===== src/rtl/mul_arbiter.sv =====
// mul_arbiter: round-robin arbiter/sequencer sharing one fixed-latency multiplier between two clients
//   clk_i, rst_ni                    clock, async active-low reset
//   reqN_valid_i/ready_o/a_i/b_i     operand request from client N (combinational grant on ready)
//   resN_valid_o/ready_i/p_o         one-entry product holding register for client N
//   mul_a_o, mul_b_o, mul_valid_o    registered operands to the multiplier
//   mul_p_i                          multiplier product, valid LAT edges after issue
module mul_arbiter #(
    parameter int WIDTH = 11,
    parameter int LAT   = 2
) (
    input  logic               clk_i,
    input  logic               rst_ni,
    input  logic               req0_valid_i,
    output logic               req0_ready_o,
    input  logic [WIDTH-1:0]   req0_a_i,
    input  logic [WIDTH-1:0]   req0_b_i,
    input  logic               req1_valid_i,
    output logic               req1_ready_o,
    input  logic [WIDTH-1:0]   req1_a_i,
    input  logic [WIDTH-1:0]   req1_b_i,
    output logic               res0_valid_o,
    input  logic               res0_ready_i,
    output logic [2*WIDTH-1:0] res0_p_o,
    output logic               res1_valid_o,
    input  logic               res1_ready_i,
    output logic [2*WIDTH-1:0] res1_p_o,
    output logic [WIDTH-1:0]   mul_a_o,
    output logic [WIDTH-1:0]   mul_b_o,
    output logic               mul_valid_o,
    input  logic [2*WIDTH-1:0] mul_p_i
);
    logic [1:0]         busy_q, busy_d, res_v_q, res_v_d;
    logic [1:0]         elig, gnt, pop, arrive;
    logic               rr_q, rr_d, mul_valid_q;
    logic [LAT-1:0]     tag_v_q, tag_v_d, tag_id_q, tag_id_d;
    logic [WIDTH-1:0]   mul_a_q, mul_a_d, mul_b_q, mul_b_d;
    logic [2*WIDTH-1:0] res0_p_q, res0_p_d, res1_p_q, res1_p_d;

    always_comb begin
        elig     = {req1_valid_i, req0_valid_i} & ~busy_q;
        // rr_q holds the id granted last; a tie goes to the other client
        gnt[0]   = elig[0] & (!elig[1] | rr_q);
        gnt[1]   = elig[1] & (!elig[0] | !rr_q);
        pop      = res_v_q & {res1_ready_i, res0_ready_i};
        arrive   = tag_v_q[LAT-1] ? (tag_id_q[LAT-1] ? 2'b10 : 2'b01) : 2'b00;
        busy_d   = (busy_q | gnt) & ~pop;
        res_v_d  = arrive | (res_v_q & ~pop);
        res0_p_d = arrive[0] ? mul_p_i : res0_p_q;
        res1_p_d = arrive[1] ? mul_p_i : res1_p_q;
        rr_d     = gnt[1] ? 1'b1 : gnt[0] ? 1'b0 : rr_q;
        mul_a_d  = gnt[1] ? req1_a_i : gnt[0] ? req0_a_i : mul_a_q;
        mul_b_d  = gnt[1] ? req1_b_i : gnt[0] ? req0_b_i : mul_b_q;
        // stage 0 takes the new tag; the top bit falls off as stage LAT is consumed
        tag_v_d  = LAT'({tag_v_q, |gnt});
        tag_id_d = LAT'({tag_id_q, gnt[1]});
    end

    always_ff @(posedge clk_i or negedge rst_ni) begin
        if (!rst_ni) begin
            busy_q      <= '0;
            res_v_q     <= '0;
            rr_q        <= 1'b1;
            mul_valid_q <= 1'b0;
            tag_v_q     <= '0;
            tag_id_q    <= '0;
            mul_a_q     <= '0;
            mul_b_q     <= '0;
            res0_p_q    <= '0;
            res1_p_q    <= '0;
        end else begin
            busy_q      <= busy_d;
            res_v_q     <= res_v_d;
            rr_q        <= rr_d;
            mul_valid_q <= |gnt;
            tag_v_q     <= tag_v_d;
            tag_id_q    <= tag_id_d;
            mul_a_q     <= mul_a_d;
            mul_b_q     <= mul_b_d;
            res0_p_q    <= res0_p_d;
            res1_p_q    <= res1_p_d;
        end
    end

    assign req0_ready_o = gnt[0];
    assign req1_ready_o = gnt[1];
    assign res0_valid_o = res_v_q[0];
    assign res1_valid_o = res_v_q[1];
    assign res0_p_o     = res0_p_q;
    assign res1_p_o     = res1_p_q;
    assign mul_a_o      = mul_a_q;
    assign mul_b_o      = mul_b_q;
    assign mul_valid_o  = mul_valid_q;
endmodule


===== config.mk =====
export PLATFORM = sky130hd
export DESIGN_NAME = mul_arbiter
export DESIGN_NICKNAME = d
export VERILOG_FILES = /design/src/rtl/mul_arbiter.sv
export SDC_FILE = /design/constraint.sdc
export NUM_CORES = 1
export LEC_CHECK = 0
export CORE_ASPECT_RATIO = 1.1
export CORE_MARGIN = 4
export CORE_UTILIZATION = 60
export DETAILED_ROUTE_END_ITERATION = 16
export DONT_BUFFER_PORTS = 1
export GPL_ROUTABILITY_DRIVEN = 1
export GPL_TIMING_DRIVEN = 0
export HOLD_SLACK_MARGIN = 0.08
export PLACE_DENSITY = 0.76
export SLEW_MARGIN = 25
export SYNTH_ARGS = -nofsm -noshare
export SYNTH_HDL_FRONTEND = slang
export SYNTH_SLANG_ARGS = --single-unit

===== constraint.sdc =====
create_clock -name clk_i -period 1.8 [get_ports clk_i]
set_input_delay 0.27 -clock clk_i [delete_from_list [all_inputs] [get_ports clk_i]]
set_output_delay 0.27 -clock clk_i [all_outputs]
set_load 0.005 [all_outputs]

# Word level (Yosys, flattened, before mapping)
# Cells that the tools add are included.
classes:
  reduce_logical: 5
  mux: 8
  n_bitwise: 12
ops:
  columns: ["cell", "count"]
  rows:
  - ["$mux 11", 4]
  - ["$and 2x2->2", 4]
  - ["$mux 2", 2]
  - ["$not 2->2", 2]
  - ["$or 2x2->2", 2]
  - ["$logic_not 1->1", 3]
  - ["$and 1x1->1", 2]
  - ["$mux 1", 2]
  - ["$or 1x1->1", 2]
  - ["$reduce_bool 2->1", 1]
  - ["$reduce_or 2->1", 1]
totals:
  register_bits: 76
  in_bits: 72
  out_inout_bits: 71
  wordCells: 35

# Depth between registers and ports, before layout
depth:
  word_depth: 7
  ltp_mapped: 4
  depth_no_buf: 3

# Worst setup path after synthesis
# OpenSTA, ideal clock, no wires.
synth_timing:
  kind: "reg-to-output"
  from: "register rr_q"
  to: "output port req1_ready_o"
  path_stages_with_launch: 5
  arrival_time_ns: 1.015
  path_buffers: 1
  required_ns: 1.530
  path_slack_ns: 0.515
  cell_sequence: "dfstp_2 -> nand3b_1 -> nand2_1 -> buf_4 -> inv_1"
synth_via:
  elab_chain_cells: 3
synth_rtl:
  columns: ["item", "line", "rtl"]
  rows:
  - ["start: declaration", "34", "logic rr_q, rr_d, mul_valid_q;"]
  - ["start signal: assignment", "73", "rr_q <= rr_d;"]
  - ["$logic_not 1->1", "43", "gnt[1] = elig[1] & (!elig[0] | !rr_q);"]
  - ["$or 1x1->1", "43", null]
  - ["$and 1x1->1", "43", null]
  - ["end: declaration", "18", "output logic req1_ready_o,"]
# No other way between the ends.

# Worst setup path after layout
# Ends and elaborated chain as after synthesis.

==> flow_metrics.env <==
export IMPL_synth_edff_count=0
export IMPL_required_ns=1.53
export IMPL_crit_slowest_cell="dfstp_2"
export IMPL_synth_top_family_by_area="multiplexers"
export IMPL_setup_viol=0
export IMPL_synthFlopType="dfrtp_1"
export IMPL_cts_root_buf="clkbuf_8"
export IMPL_ys_types=22
export IMPL_clockBufferDepth=2
export IMPL_crit_path_max_incr_delay_ns=0.57
export IMPL_run_status="finished with violations"
export IMPL_grt_max_degree=76
export IMPL_initial_core_util=0.633
export IMPL_whs_ns=-0.375
export IMPL_worstSetupStartpointType="flip-flop"
export IMPL_multiInputGateArea_um2=1010
export IMPL_synth_xor_area_share=0
export IMPL_dp_slack_ns=0.350
export IMPL_syn_area_per_cell_um2=15.3
export IMPL_cts_sinks=75
export IMPL_drc_errors=0
export IMPL_synth_top_area_frac=0.620
export IMPL_use_met1=0.242
export IMPL_syn_to_final_growth_pct=17.9
export IMPL_via_count=1836
export IMPL_core_um2=4720
export IMPL_slew_headroom=0.841
export IMPL_path_max_fanout=10
export IMPL_insertion_delay_ns=0.33
export IMPL_wl_um=6640
export IMPL_synth_compound_area_frac=0.0960
export IMPL_critPathArrivalTime_ns=1.43
export IMPL_finalCriticalPeriod_ns=1.70
export IMPL_drtIter0Drc=99
export IMPL_n_antenna_cell=0
export IMPL_clkTransAtPathRegs_ns=0.07
export IMPL_nNetsFinal=306
export IMPL_violations="negative hold slack"
export IMPL_vias_per_cell=6.27
export IMPL_synth_largest_area_cell="dfrtp_1"
export IMPL_syn_cell_area_um2=2990
export IMPL_worst_slew_pin_slew_ns=0.238
export IMPL_overflow=0
export IMPL_syn_nets=267
export IMPL_end_kind="primary output"
export IMPL_grt_pass1_vias=2030
export IMPL_post_drt_wl_per_cell_um=22.7
export IMPL_yosysMostFrequentCell="dfrtp_1"
export IMPL_max_freq_ghz=0.589
export IMPL_async_reset_ff_frac=1.00
export IMPL_drt_antenna_violating_nets=0
export IMPL_grt_first_pass_wirelength_um=10100
export IMPL_maxCapViolCount=0
export IMPL_clock_skew_ns=0.00590
export IMPL_track_usage=0.222
export IMPL_ir_drop_v=0.000703
export IMPL_fp_dieH_um=82.0
export IMPL_seq_area_frac_synth=0.629
export IMPL_setup_slack_ns=0.102
export IMPL_grt_busiest_layer="met2"
export IMPL_hold_path_class="input port to asynchronous set/reset pin"
export IMPL_cpLargestDelayFamily="flip-flops"
export IMPL_cts_tree="built"
export IMPL_boundaryPins=143
export IMPL_synth_seq_cells=75
export IMPL_rsz0062_at_grt="false"
export IMPL_dieArea_um2=6170
export IMPL_hpwl_um=4740
export IMPL_synth_fa_ha_area_frac=0
export IMPL_gp_congestion=0.780
export IMPL_synth_mux_area_frac=0.166
export IMPL_leakage_uw=0.00148
export IMPL_drive_gt1_frac=0.266
export IMPL_regArea_um2=1880
export IMPL_cts_inserted_buffers=9
export IMPL_rows=26
export IMPL_syn_inst=195
export IMPL_power_density_nw_per_um2=1430
export IMPL_synth_commonest_cells="dfrtp_1 (74), mux2_1 (38), o221a_2 (22), or3_1 (22), buf_2 (7)"
export IMPL_crit_buf_inv=2
export IMPL_antenna_found_initial=0
export IMPL_n_fill_cell=297
export IMPL_path_class="flip-flop to primary output"
export IMPL_hold_viol=75
export IMPL_setup_tns_ns=0
export IMPL_portBuffers=0
export IMPL_synthTopCellsByArea="dfrtp_1 (62%), mux2_1 (14%), o221a_2 (8.3%)"
export IMPL_htreeDepth=3
export IMPL_synthSimpleGateAreaFrac=0.0759
export IMPL_drv_slew=0
export IMPL_met2_usage=0.385
export IMPL_min_period_over_period=0.943
export IMPL_gr_usage_met3=0.0881
export IMPL_die_w_um=75.3
export IMPL_dr_pass1_iters=4
export IMPL_crit_chain="nand3b_1 > nand2_2 > buf_6 > inv_1"
export IMPL_yosysWarnings=0
==> flip-flops by register name (all words and copies together) (netlist names) <==
name	count
res0_p_o	22
res1_p_o	22
mul_a_o	11
mul_b_o	11
busy_q	2
res_v_q	2
tag_id_q	2
tag_v_q	2
rr_q	1
==> area by class of cell <==
| cell class | instances | share of cell area |
|---|---|---|
| Multi-Input combinational cell | 104 | 0.287 |
| Timing Repair Buffer | 28 | 0.0782 |
| Tap cell | 56 | 0.0199 |
| Clock buffer | 11 | 0.0402 |
| Sequential cell | 75 | 0.534 |
| Clock inverter | 3 | 0.0114 |
| Buffer | 13 | 0.0260 |
| Inverter | 3 | 0.00320 |
==> cell families (layout without fill, tap and decap cells) <==
logic type | Yosys count | in the layout
buffers and inverters | 16 | 58
AO/OA/AOI/OAI | 28 | 28
flip-flops | 75 | 75
AND/OR/NAND/NOR | 32 | 32
multiplexers | 44 | 44
==> stage by stage <==
| step | std cells | util | instance area, µm² | power, µW | hold WS, ns |
|---|---|---|---|---|---|
| 4_1_cts | 289 | 0.738 | 3480 | 5060 | -0.388 |
| 3_5_place_dp | 251 | 0.648 | 3060 | 3810 | -0.0240 |
| 2_1_floorplan | 195 | - | 2990 | 3480 | -0.0256 |
| 5_1_grt | 293 | 0.746 | 3520 | 5310 | -0.395 |
| 3_3_place_gp | 251 | 0.648 | 3060 | 3700 | -0.0238 |
| 6_report | 293 | 0.746 | 3520 | 5030 | -0.375 |
==> where the power goes <==
part	internal [µW]	switching, µW
registers	2380	589
clock network	659	554
logic	569	279
total	3610	1420
==> placed cells by master, fill, tap and decap left out, drive strengths merged, types with 2 or more instances in the layout <==
cell type / count
mux2: 44
inv: 3
or3: 22
a21oi: 2
buf: 15
nand2: 2
nand2b: 2
clkinv: 2
dlygate4sd3: 26
o221a: 22
nor2b: 3
dfrtp: 74
clkbuf: 11
==> per-layer routing <==
metal	vias to the layer above	wire [µm]	part of all wire
met5	-	0	0
met4	0	99	0.015
met3	10	695	0.10
met2	103	3500	0.53
met1	925	2340	0.35
li1	798	-	-
==> worst paths after layout <==
path,depth (start not counted),slack [ns],from,end
worst max-delay path,4,0.10,rr_q,req1_ready_o
worst min-delay path,0,-0.38,rst_ni,res1_p_o[12]
worst max register to register,4,0.43,rr_q,mul_b_o[9]
worst min register to register,0,0.36,tag_id_q[0],tag_id_q[1]
max in group asynchronous,0,1.97,rst_ni,rr_q
min in group clk_i,1,0.09,mul_p_i[16],res1_p_o[16]
==> what timing repair did <==
item | in CTS | in global routing
gates resized for setup | 1 | 1
pin swaps | 0 | 1
setup buffers | 0 | 2
hold buffers | 24 | 2
endpoints found under the hold margin | 118 | 77
endpoints found under the setup margin | 1 | 1
cloned | 0 | 0
(Power assumes the default switching activity.)
